$ cat config.mk
export PLATFORM = sky130hd
export DESIGN_NAME = cpu_step_ctrl
export DESIGN_NICKNAME = d
export VERILOG_FILES = /design/src/rtl/cpu_step_pkg.sv /design/src/rtl/btn_debounce.sv /design/src/rtl/cpu_step_ctrl.sv
export SDC_FILE = /design/constraint.sdc
export NUM_CORES = 1
export LEC_CHECK = 0
export CORE_MARGIN = 2
export CORE_UTILIZATION = 48
export DETAILED_ROUTE_END_ITERATION = 12
export HOLD_SLACK_MARGIN = 0.08
export PLACE_DENSITY = 0.67
export RECOVER_POWER = 25
export SLEW_MARGIN = 40
export SYNTH_ARGS = -nofsm -noshare
export SYNTH_HDL_FRONTEND = slang
export SYNTH_SLANG_ARGS = --single-unit
$ cat constraint.sdc
create_clock -name CLK -period 2.5 [get_ports CLK]
set_input_delay 0.25 -clock CLK [delete_from_list [all_inputs] [get_ports CLK]]
set_output_delay 0.25 -clock CLK [all_outputs]
set_load 0.02 [all_outputs]
$ cat src/rtl/cpu_step_pkg.sv
// Shared definitions for the CPU step controller: FSM state encoding,
// default timing parameters and a counter-width helper.
package cpu_step_pkg;

  typedef enum logic [1:0] {
    IDLE   = 2'd0,
    STEP   = 2'd1,
    RUN    = 2'd2,
    HALTED = 2'd3
  } step_state_e;

  localparam int unsigned DEF_DEBOUNCE_CYCLES = 1_000_000;  // 10 ms at 100 MHz
  localparam int unsigned DEF_RUN_DIV         = 50_000_000; // 2 Hz at 100 MHz
  localparam int unsigned DEF_CNT_W           = 16;

  // Bits needed to count 0..n-1, never less than one.
  function automatic int unsigned cnt_width(input int unsigned n);
    return (n > 1) ? $clog2(n) : 1;
  endfunction

endpackage

$ cat src/rtl/btn_debounce.sv
// Synchronises and debounces the raw push button, emitting a one-cycle
// registered pulse on each accepted press (releases are silent).
module btn_debounce
  import cpu_step_pkg::*;
#(
  parameter int unsigned DEBOUNCE_CYCLES = DEF_DEBOUNCE_CYCLES
) (
  input  logic CLK,
  input  logic Reset,
  input  logic Button,
  output logic press
);

  localparam int unsigned     DB_W    = cnt_width(DEBOUNCE_CYCLES);
  localparam logic [DB_W-1:0] DB_LAST = DB_W'(DEBOUNCE_CYCLES - 1);

  logic            sync_meta;
  logic            sync_lvl;
  logic            stable;
  logic            stable_d;
  logic [DB_W-1:0] db_cnt;

  // NOTE: non-blocking assignments so every flop samples its pre-edge inputs;
  // blocking here would collapse the synchroniser into a single stage.
  always_ff @(posedge CLK) begin
    if (Reset) begin
      sync_meta <= 1'b0;
      sync_lvl  <= 1'b0;
      stable    <= 1'b0;
      stable_d  <= 1'b0;
      db_cnt    <= '0;
      press     <= 1'b0;
    end else begin
      sync_meta <= Button;
      sync_lvl  <= sync_meta;
      stable_d  <= stable;
      press     <= stable & ~stable_d;

      // Any glitch back to the stable level restarts the qualification window.
      if (sync_lvl == stable) begin
        db_cnt <= '0;
      end else if (db_cnt == DB_LAST) begin
        stable <= sync_lvl;
        db_cnt <= '0;
      end else begin
        db_cnt <= db_cnt + 1'b1;
      end
    end
  end

endmodule

$ cat src/rtl/cpu_step_ctrl.sv
// CPU clock-enable sequencer: single-step on button press, free-run at a
// fixed rate, permanent stop on a decoded halt until Reset.
module cpu_step_ctrl
  import cpu_step_pkg::*;
#(
  parameter int unsigned DEBOUNCE_CYCLES = DEF_DEBOUNCE_CYCLES,
  parameter int unsigned RUN_DIV         = DEF_RUN_DIV,
  parameter int unsigned CNT_W           = DEF_CNT_W
) (
  input  logic             CLK,
  input  logic             Reset,
  input  logic             Button,
  input  logic             run_mode,
  input  logic             halt,
  output logic             cpu_step,
  output logic             halted,
  output logic [1:0]       state,
  output logic [CNT_W-1:0] step_count
);

  localparam int unsigned       RATE_W    = cnt_width(RUN_DIV);
  localparam logic [RATE_W-1:0] RATE_LAST = RATE_W'(RUN_DIV - 1);

  step_state_e       state_q;
  step_state_e       state_d;
  logic [RATE_W-1:0] rate_cnt;
  logic [RATE_W-1:0] rate_cnt_d;
  logic              step_d;
  logic              press;
  logic              tick;

  btn_debounce #(
    .DEBOUNCE_CYCLES(DEBOUNCE_CYCLES)
  ) u_debounce (
    .CLK   (CLK),
    .Reset (Reset),
    .Button(Button),
    .press (press)
  );

  assign tick = (rate_cnt == RATE_LAST);

  // NOTE: every variable gets a default before the case so no path can
  // leave it unassigned and infer a latch.
  always_comb begin
    state_d    = state_q;
    rate_cnt_d = rate_cnt;
    step_d     = 1'b0;

    case (state_q)
      IDLE: begin
        if (halt) begin
          state_d = HALTED;
        end else if (press) begin
          rate_cnt_d = '0;
          if (run_mode) begin
            state_d = RUN;
          end else begin
            state_d = STEP;
            step_d  = 1'b1;
          end
        end
      end

      STEP: state_d = IDLE;

      // Halt beats a user stop, which beats the rate tick.
      RUN: begin
        rate_cnt_d = tick ? '0 : rate_cnt + 1'b1;
        if (halt) begin
          state_d = HALTED;
        end else if (press || !run_mode) begin
          state_d = IDLE;
        end else if (tick) begin
          step_d = 1'b1;
        end
      end

      HALTED: state_d = HALTED;

      default: state_d = IDLE;
    endcase
  end

  // Outputs are registered from the next-state decode so they line up with state.
  always_ff @(posedge CLK) begin
    if (Reset) begin
      state_q    <= IDLE;
      rate_cnt   <= '0;
      cpu_step   <= 1'b0;
      halted     <= 1'b0;
      step_count <= '0;
    end else begin
      state_q  <= state_d;
      rate_cnt <= rate_cnt_d;
      cpu_step <= step_d;
      halted   <= (state_d == HALTED);
      if (cpu_step && (step_count != '1)) begin
        step_count <= step_count + 1'b1;
      end
    end
  end

  assign state = state_q;

endmodule
# --- Word-level counts from Yosys, hierarchy flattened ---
# Index checks and enable logic that the tools add are counted.
totals:
  ff_bits: 71
  latchBits: 0
  mem_bits_rw: 0
  rom_bits: 0
  elab_cells: 52
  memories: 0
classes:
  addsub: 3
  mul: 0
  div_mod_pow: 0
  n_lt_le_gt_ge: 0
  n_eq_ne: 10
  shift: 0
  n_mux: 17
  bitwise: 3
  reduce_logical: 8
op_table:
  columns: ["operator", "count"]
  rows:
  - ["two-way mux 26 bit", 3]
  - ["one-hot mux 26 bit (2 select lines)", 1]
  - ["adder 26 x 1 -> 26 bit, second input constant", 1]
  - ["equality test 26 bit, second input constant", 1]
  - ["adder 20 x 1 -> 20 bit, second input constant", 1]
  - ["equality test 20 bit, second input constant", 1]
  - ["adder 16 x 1 -> 16 bit, second input constant", 1]
  - ["!= test 16 bit, second input constant", 1]
  - ["two-way mux 2 bit", 5]
  - ["one-hot mux 2 bit (4 select lines)", 1]
  - ["equality test 2 bit, second input constant", 3]
  - ["two-way mux 1 bit", 6]
  - ["AND reduction 3 bit", 1]
  - ["OR reduction 3 bit", 1]
  - ["equality test 2 x 1 -> 1 bit, second input constant", 1]
  - ["zero test 2 bit", 1]
  - ["!= test 2 x 1 -> 1 bit, second input constant", 1]
  - ["!= test 2 bit, second input constant", 1]
  - ["inverter 1 bit", 2]
  - ["one-hot mux 1 bit (2 select lines)", 1]
  - ["AND reduction 2 bit", 1]
  - ["nonzero test 2 bit", 1]
  - ["AND 1 bit", 1]
  - ["equality test 1 bit", 1]
  - ["3 further kinds", 3]

# --- Depth between registers and ports, before layout ---
# Gate-level depths: netlist of run 1.
logic_depth:
  depth_word: 6
  depth_mapped: 8
  mapped_depth_nobuf: 6

# --- Cells and area by module ---
# Synthesis of run 1 repeated with hierarchy kept, for this count alone.
hier_totals:
  cells_unflattened: 400
  hier_area_um2: 3499.6
modules_own_cells:
  columns: ["module", "instances", "cells_each", "area_per_inst_um2"]
  rows:
  - ["cpu_step_ctrl", 1, 283, 2362.3]
  - ["btn_debounce", 1, 117, 1137.3]

# --- Least setup slack after synthesis of run 1 ---
# Ideal clock, no wire load.
synth_path:
  kind: "reg2reg"
  from: "register step_count[0]"
  to: "register step_count[13]"
  setup_time_ps: 128
  t_arrival_ps: 1693
  t_required_ps: 2372
  setup_slack_ps: 679
  stages_incl_launch_ff: 7
  cell_sequence: "dfxtp_1 -> ha_1 -> and4_1 -> clkbuf_1 -> or4_1 -> xor2_1 -> nor2_1"
synth_between:
  elab_chain_cells: 2
synth_rtl:
  columns: ["item", "line", "rtl"]
  rows:
  - ["start, declared", "cpu_step_ctrl.sv:18", "output logic [CNT_W-1:0] step_count"]
  - ["start signal, assigned", "cpu_step_ctrl.sv:99", "step_count <= step_count + 1'b1;"]
  - ["branches (longest 2 deep; another with adder 16 x 1 -> 16 bit)", null, null]
# Parallel ways; which one is timed is not known.
# A chain may end at the register's enable or synchronous reset.

# --- Worst setup path in the final report of run 1 ---
layout_path:
  from: "register rate_cnt[0]"
  to: "register rate_cnt[12]"
layout_between:
  elab_chain_cells: 3
layout_rtl:
  columns: ["item", "line", "rtl"]
  rows:
  - ["start, declared", "cpu_step_ctrl.sv:26", "logic [RATE_W-1:0] rate_cnt;"]
  - ["start signal, assigned", "cpu_step_ctrl.sv:95", "rate_cnt <= rate_cnt_d;"]
  - ["adder 26 x 1 -> 26 bit / equality test 26 bit (equally long branches)", "cpu_step_ctrl.sv:69, cpu_step_ctrl.sv:41", null]
  - ["two-way mux 26 bit *", "cpu_step_ctrl.sv:69", "rate_cnt_d = tick ? '0 : rate_cnt + 1'b1;"]
  - ["one-hot mux 26 bit (2 select lines) *", "cpu_step_ctrl.sv:50", "case (state_q)"]
# Every way passes the cells marked *; elsewhere a longest branch is shown, timed or not.

==> results.md, run 1 <==
- The clock latency on the worst-skew pair is between 0.3 and 0.4 ns.
- Setup violations remaining at the end of the flow were counted as 0.
- The final count of hold timing violations is 0.
- In this run the clock root is driven by a sky130_fd_sc_hd__clkbuf_8.
- The die covers roughly 0.0077 mm².
- After synthesis the cells add up to approximately 0.0034 mm².
- The detailed-router iteration count before antenna repair is 4.
- The maximum count of clock buffers along a single path is 2.
- The share of the yosys chip area belonging to registers is 42.21%.
- Dividing the detail-routed wire length by the instance count gives 13.08 µm.
- TritonCTS built the clock tree.
- The first routing iteration left 120 violations.
- The initial antenna violation count is 0.
- The number of port buffers is 24.
- At the worst endpoint, the required time is about 2.8 ns.
- The global-route wire length before repair is between 10 and 15 mm.
- Across the routed clock network, the largest skew measured is 0.004986 ns.
- The number of pins exceeding their max-slew limit in the final report is 0.
- After clock tree synthesis, the setup repair step added 0 buffers.
- The startpoint class of the critical path is a flop.
- The clock net in this run drives a total of 71 sinks.
- The number of synthesized register bits is between 70 and 80.
- The cell type of the slowest stage on the worst timing path is sky130_fd_sc_hd__dfxtp_1.
- 25 I/O pins were placed.
- The number of buffers inserted for hold repair after clock tree synthesis is 0.
- The critical register-to-register path endpoint is rate_cnt[12]$_SDFFE_PP0P_.
- The origin of the worst min-delay path is u_debounce.stable_d$_SDFF_PP0_.
- The fraction of final layout cells sized beyond drive strength 1 is 6.667%.
- At the end of routability-driven placement, the weighted congestion stood at just over 0.8.
- Summed over all layers, the global routing overflow is 0.
- After detailed routing, the number of remaining DRC violations is 0.
- For the finished layout, the period the worst path requires is between 2 and 2.5 ns.
- The actual slew at the worst max-slew pin is 1.017 ns.
- Clock-pin slew was measured on the worst setup and hold paths at about 0.07 ns.
- The gate count after technology mapping is between 300 and 400.
- The standard cell core area is approximately 0.0068 mm².
- The non-filler instance count after layout is between 500 and 600.
- The run finished with clean final reports.
- The via count of the first global-routing pass is between 2000 and 3000.
- The number of enable-type register cells in the synthesized netlist is 0.
- The worst endpoint data arrival time is 2.30 ns.
- The average via count per standard cell is ~5.5.
- For this run, the slowest stage of the critical path takes 0.35 ns.
- The worst-case IR drop observed on VDD is about 350 µV.
- The estimated wirelength of the detail-placed design is approximately 4.5 mm.
- The total vias in the final route is about 2800.
- In this run the power density over the cells is 551.4 mW/mm².
- Setup repair after global routing left no endpoint under its margin.
- For this design the static power due to leakage is around 1.4 nW.
- The Yosys step of the flow raised 0 warnings.
- Max-cap violations in this run came to 0.
- Entering global routing, the biggest net connects between 40 and 50 pins.
- STA classifies the critical path endpoint as a flop.
- The global-route usage over all layers is approximately a fifth.
- The total length of routed wires is between 6 and 7 mm.
- For this run, the leading register cell type out of synthesis is sky130_fd_sc_hd__dfxtp_1.
- The number of cells in the design after placement is 500.
- The maximum frequency from static timing analysis is 491.2 MHz.
- Once the floorplan was initialized, standard cells occupied approximately 50% of the core.
- The path with the worst hold slack has its endpoint at u_debounce.press$_SDFF_PP0_.
- After floorplanning, the core was divided into 30 placement rows.
- The overall die width is 87.75 µm.
- In the final timing run, aggregate negative setup slack is 0 ns.
- The path class of the lowest-slack min-delay path is flop to flop.
- The fraction of registers with async set or reset after synthesis is 0%.
- The die outline height is roughly 90 µm.
- The area growth from synthesis to layout is 14.94%.
- The average cell area after synthesis is about 8.6 µm².
- Traced cell by cell, the critical path runs through ha_1, nand3_1, and4bb_4, a211oi_4, buf_12, or2b_1, a31oi_1.
- The startpoint of the lowest-slack register-to-register path is rate_cnt[0]$_SDFFE_PP0P_.
- The number of nets in the final layout is approximately 420.
- The worst setup slack for register-to-register paths is between 0.4 and 0.5 ns.
- The count of H-tree levels built during CTS is 3.
- The critical path starts at rate_cnt[0]$_SDFFE_PP0P_.
- Counting instances, the worst hold path has a depth of 1.
- The maximum fanout along the worst path is 42.
- The post-cts resize count is 0.
- The antenna diode count is 0.
- The detail route stage leaves a number of antenna-violating nets equal to 0.
- The startpoint-to-endpoint class of the critical path is flop to flop.
- The CTS buffer count is 9.
- For the worst flop-to-flop path, the logic depth is 7.
- The netlist uses slightly above 50 different library cells.
- The layout has 637 filler cells.
- The portion of the clock cycle consumed by the worst path in the final layout is 81.43%.
- The synthesized net count is 400.
- The worst-case headroom to the max-slew limit is between 30% and 40%.
==> how the worst max path moves through the flow <==
stage / slack [ns] / depth (start not counted) / endpoint
after global routing: 0.36 / 7 / rate_cnt[12]$_SDFFE_PP0P_
after CTS: 0.48 / 7 / rate_cnt[12]$_SDFFE_PP0P_
after detailed placement: 0.49 / 7 / rate_cnt[12]$_SDFFE_PP0P_
final: 0.46 / 7 / rate_cnt[12]$_SDFFE_PP0P_
after floorplan: 0.68 / 6 / step_count[13]$_SDFFE_PP0P_
after global placement: 0.52 / 7 / rate_cnt[12]$_SDFFE_PP0P_
==> layout by cell type (no fill, tap or decap), types with 2 or more instances in the layout <==
| cell type | instances |
|---|---|
| sky130_fd_sc_hd__nor4b_1 | 3 |
| sky130_fd_sc_hd__nand3b_1 | 2 |
| sky130_fd_sc_hd__a41oi_1 | 3 |
| sky130_fd_sc_hd__clkbuf_1 | 3 |
| sky130_fd_sc_hd__a22o_1 | 3 |
| sky130_fd_sc_hd__nand2_1 | 26 |
| sky130_fd_sc_hd__and3_1 | 13 |
| sky130_fd_sc_hd__nand2b_1 | 4 |
| sky130_fd_sc_hd__buf_4 | 4 |
| sky130_fd_sc_hd__inv_1 | 9 |
| sky130_fd_sc_hd__dfxtp_1 | 71 |
| sky130_fd_sc_hd__a21oi_1 | 21 |
| sky130_fd_sc_hd__nand3_1 | 27 |
| sky130_fd_sc_hd__mux2i_1 | 5 |
| sky130_fd_sc_hd__or4_1 | 2 |
| sky130_fd_sc_hd__a21o_1 | 2 |
| sky130_fd_sc_hd__xnor2_1 | 13 |
| sky130_fd_sc_hd__or2_2 | 2 |
| sky130_fd_sc_hd__nor4_1 | 5 |
| sky130_fd_sc_hd__or3_1 | 2 |
| sky130_fd_sc_hd__nor2b_1 | 7 |
| sky130_fd_sc_hd__nor3_1 | 2 |
| sky130_fd_sc_hd__xor2_1 | 19 |
| sky130_fd_sc_hd__and4_1 | 5 |
| sky130_fd_sc_hd__clkdlybuf4s50_1 | 10 |
| sky130_fd_sc_hd__a31oi_1 | 19 |
| sky130_fd_sc_hd__nand4_1 | 18 |
| sky130_fd_sc_hd__ha_1 | 3 |
| sky130_fd_sc_hd__o21bai_1 | 2 |
| sky130_fd_sc_hd__and2_1 | 3 |
| sky130_fd_sc_hd__nor3b_1 | 2 |
| sky130_fd_sc_hd__o21ai_0 | 10 |
| sky130_fd_sc_hd__clkbuf_8 | 10 |
| sky130_fd_sc_hd__clkinv_2 | 3 |
| sky130_fd_sc_hd__dlygate4sd3_1 | 14 |
| sky130_fd_sc_hd__a211oi_1 | 4 |
| sky130_fd_sc_hd__nor2_1 | 52 |
==> Yosys cell counts, drive strengths merged (4+ instances only) <==
cell type  number  area [µm²]
xnor2          13       113.9
nor2           52       195.2
and4            5       43.79
nor4            7       65.06
mux2i           5       50.05
nand2          26       97.59
nand3          28       145.1
clkbuf          7       26.28
a31oi          19       118.9
buf            11       75.07
nand4          18       112.6
a21oi          21       105.1
o21ai          10       50.05
nand2b          4       25.02
dfxtp          71        1421
xor2           19       166.4
a211oi          5       50.05
inv             9       33.78
nor2b           7       43.79
and3           13       81.33
==> registers in the layout, indices dropped and copies added, names as in the netlist, 2 cells and up <==
name,flops
u_debounce.db_cnt,20
step_count,16
state,2
rate_cnt,26
==> power by group <==
part           switching [W]  internal, W
Combinational      0.0000553    0.0000373
Clock               0.000409     0.000484
Sequential        0.00000970      0.00114
Total               0.000474      0.00166
==> final cells by class <==
class	instances	area (µm²)	area share, %
multi-input combinational	294	1810	46.78
sequential	71	1421	36.73
timing repair buffer	30	294.0	7.598
clock buffer	12	145.1	3.750
tap	96	120.1	3.104
clock inverter	4	45.04	1.164
inverter	9	33.78	0.8729
==> metrics by stage <==
stage / power, W / hold WS [ns] / utilization [%] / area (µm²) / setup slack (ns)
floorplan: 0.001237 / 0.3287 / - / 3367 / 0.6794
global placement: 0.001266 / 0.3760 / 54.22 / 3684 / 0.5234
detailed placement: 0.001268 / 0.3837 / 54.22 / 3684 / 0.4878
CTS: 0.002161 / 0.4018 / 57.02 / 3874 / 0.4756
global route: 0.002226 / 0.4091 / 56.96 / 3870 / 0.3572
finish: 0.002134 / 0.3947 / 56.96 / 3870 / 0.4642
==> worst max-delay path, delay by kind of cell (launching register included) <==
family | cells | cell delay (ns)
AOI/OAI and AO/OA | 2 | 0.40
adders and majority gates | 1 | 0.23
buffers and inverters | 1 | 0.23
DFF | 1 | 0.35
and+or+nand+nor | 3 | 0.73
==> per-layer routing <==
metal | wire length (µm) | part of all wire (%) | GRT usage [%]
met1 | 3464 | 51 | 26.34
met2 | 2990 | 44 | 27.55
met3 | 209 | 3.1 | 4.618
met4 | 85 | 1.3 | 8.531
met5 | 0 | 0 | 0
==> logic make-up after synthesis <==
family	after synthesis	share of synthesized area [%]
compound gates	73	14.08
xor+xnor	32	8.324
fa+ha+maj	3	1.115
buf+inv	27	4.013
flops	71	42.21
mux	5	1.486
simple gates	181	28.76
Power figures use the tool's default switching activity.
==> run 2: changes to the inputs <==
==> constraint.sdc (replaced) <==
create_clock -name CLK -period 1.9 [get_ports CLK]
set_input_delay 0.19 -clock CLK [delete_from_list [all_inputs] [get_ports CLK]]
set_output_delay 0.19 -clock CLK [all_outputs]
set_load 0.02 [all_outputs]
==> run 2 against run 1 <==
Against the previous run:
- total power up 44%
- critical path depth is 1 lower
- sequential power up 31%
==> results.md, run 2 (synthesis gave the netlist of run 1 again) <==
- The number of pins exceeding their max-slew limit in the final report is 0 (unchanged).
- The portion of the clock cycle consumed by the worst path in the final layout came to 95.45% (+14 points).
- STA classifies the critical path startpoint as a flop.
- The count of H-tree levels built during CTS is 3 (unchanged).
- The actual slew at the worst max-slew pin was 0.3635 ns (-0.6534 ns).
- The worst hold slack after final layout is 0.4093 ns (+0.01463 ns).
- The clock latency on the worst-skew pair is 0.34 ns (about the same).
- The number of clock sinks seen by CTS was 71 (unchanged).
- The run finished with clean final reports.
- The via count of the first global-routing pass is 2818 (+11%).
- The library cells used most frequently in the layout, excluding fill and tap cells, are sky130_fd_sc_hd__dfxtp_1, sky130_fd_sc_hd__nor2_1, sky130_fd_sc_hd__buf_4, sky130_fd_sc_hd__nand3_1, sky130_fd_sc_hd__nand2_1.
- The cell at the root of the clock tree is sky130_fd_sc_hd__clkbuf_8.
- The startpoint identified for the worst register-to-register timing path is rate_cnt[10]$_SDFFE_PP0P_.
- The overflow left after global routing is 0 (unchanged).
- The path class of the lowest-slack min-delay path is flop to flop.
- The peak supply drop is 379.6 µV (+9.9%).
- The core occupancy in the finished layout came to 62.60% (+5.6 points).
- TritonCTS built the clock tree.
- The final count of hold timing violations is 0 (unchanged).
- The part of the total power dissipated in sequential elements is 49.0% (-4.8 points).
- The count of endpoints failing setup in the final report came to 0 (unchanged).
- The maximum number of pins on one net before global-route repair is 21 (-51%).
- The standard cell core area is 0.006794 mm² (unchanged).
- Tracing the worst setup path back leads to its startpoint at rate_cnt[10]$_SDFFE_PP0P_.
- The detailed-router iteration count before antenna repair is 4 (unchanged).
- The clock-pin slew of the registers on the worst-case setup and hold paths is 0.07 ns (about the same).
- The number of port buffers is 24 (unchanged).
- The number of core rows is 30 (unchanged).
- The required time at the endpoint of the critical path is 2.13 ns (-0.64 ns).
- The estimated wirelength of the detail-placed design is 4.987 mm (+11%).
- The worst setup path is of the flop to flop kind.
- The DRC violation count after routing is 0 (unchanged).
- The total length of routed wires is 7.398 mm (+9.6%).
- The number of violations reported at the end of detailed-routing iteration 0 is 137 (+14%).
- The flip-flop count of the largest register after layout is 26 (unchanged).
- The final critical-path required period was 1.814 ns (-0.2222 ns).
- The number of max-capacitance violations reported is 0 (unchanged).
- The power density of the placed cells came to 724.6 mW/mm² (+31%).
- The number of buffers inserted for hold repair after clock tree synthesis was 0 (unchanged).
- The worst setup path is captured at a flop.
- Compared with the post-synthesis result, the final layout area differs by 26.31%.
- The CTS buffer count is 9 (unchanged).
- The final worst clock skew came to 0.005260 ns (+0.0002738 ns).
- The total vias in the final route is 2987 (+5.3%).
- The post-route total power is 0.003081 W (+44%).
- In this run the most critical hold path is launched from u_debounce.stable_d$_SDFF_PP0_.
- The maximum count of clock buffers along a single path was 2 (unchanged).
- The initial antenna violation count was 0 (unchanged).
- The wire length per cell after detailed routing was 13.48 µm (+3.0%).
- The logic gate share of total power is 4.9% (+0.6 points).
- The part of the total power dissipated in the clock network is 46.1% (+4.2 points).
- The cell internal power dissipation was 0.002452 W (+48%).
- The maximum frequency from static timing analysis is 551.4 MHz (+12%).
- The register with the most flip-flops is rate_cnt.
- The most common cell after layout, fill and taps aside is sky130_fd_sc_hd__dfxtp_1.
- The fraction of final layout cells sized beyond drive strength 1 is 15.23% (+8.6 points).
- The die outline height is 87.75 µm (unchanged).
- The antenna diode count is 0 (unchanged).
- The proportion of total power due to net switching is 20.43% (-1.8 points).
- The leakage dissipation is 1.562 nW (+15%).
- The final weighted congestion in routability-driven placement is 0.7734 (-4.8%).
- The net switching power came to 0.0006296 W (+33%).
- In the final layout, the registers with the most flip-flops are rate_cnt (26), u_debounce.db_cnt (20), step_count (16).
- The maximum fanout along the worst path was 19 (-55%).
- The overall die width came to 87.75 µm (unchanged).
- The worst endpoint data arrival time was 2.05 ns (-0.25 ns).
- The top-level I/O count came to 25 (unchanged).
- The effective utilization at floorplan is 49.56% (unchanged).
- The average via count per standard cell is 5.441 (-1.0%).
- The global-route usage over all layers came to 20.17% (+1.3 points).
- The global-route wire length before repair came to 12.45 mm (+7.6%).
- The area of the die was 0.007700 mm² (unchanged).
- The worst-case headroom to the max-slew limit is 75.77% (+44 points).
- The residual antenna-violating net count after detailed routing came to 0 (unchanged).
- The number of nets in the final layout is 456 (+7.8%).
run 2: critical path, stage by stage (launching register included):
cell                        delay [ns]
sky130_fd_sc_hd__dfxtp_1          0.32
sky130_fd_sc_hd__nor4b_1          0.37
sky130_fd_sc_hd__and4bb_4         0.31
sky130_fd_sc_hd__a211oi_4         0.08
sky130_fd_sc_hd__bufbuf_16        0.30
sky130_fd_sc_hd__a21o_1           0.16
sky130_fd_sc_hd__a22o_1           0.17
run 2: power groups by stage:
| stage | combinational (W) | clock (W) | sequential, W |
|---|---|---|---|
| final | 0.000150 | 0.00142 | 0.00151 |
| after global routing | 0.000164 | 0.00151 | 0.00151 |
| after CTS | 0.000149 | 0.00144 | 0.00151 |
| after floorplan | 0.0000819 | 0 | 0.00155 |
| after global placement | 0.000136 | 0 | 0.00154 |
| after detailed placement | 0.000140 | 0 | 0.00154 |
run 2: cell type report:
cell class,instances,area (µm²)
Clock buffer,14,182.7
Clock inverter,2,60.06
Fill cell,581,2541
Inverter,9,33.78
Multi-Input combinational cell,294,1853
Sequential cell,71,1424
Tap cell,96,120.1
Timing Repair Buffer,63,579.3
run 2: routing by layer:
metal	vias up	wire, µm	GRT usage [%]
met5	-	0	0
met4	0	123	7.972
met3	14	259	3.299
met2	65	3498	32.99
met1	1380	3516	26.67
li1	1528	-	-
run 2: worst paths after layout:
path	slack, ns	cells after the start	end
min reg2reg	0.41	1	u_debounce.press$_SDFF_PP0_
min	0.41	1	u_debounce.press$_SDFF_PP0_
max reg2reg	0.09	6	rate_cnt[18]$_SDFFE_PP0P_
max	0.09	6	rate_cnt[18]$_SDFFE_PP0P_
run 2: what timing repair did:
action / 4_1_cts / 5_1_grt
pin swaps: 1 / 5
setup buffers: 0 / 2
hold endpoints to repair: 0 / 0
endpoints found under the setup margin: 2 / 15
gates cloned: 1 / 0
resized for setup: 1 / 13
run 2: stage by stage:
stage                     instances  instance area, µm²  setup slack, ns  setup TNS, ns
after floorplan                 392                3367          0.07940              0
after global placement          530                3921          0.07123              0
after detailed placement        530                3921         -0.02524       -0.02524
after CTS                       547                4205          0.01509              0
after global routing            549                4253         -0.01977       -0.01977
final                           549                4253          0.08644              0
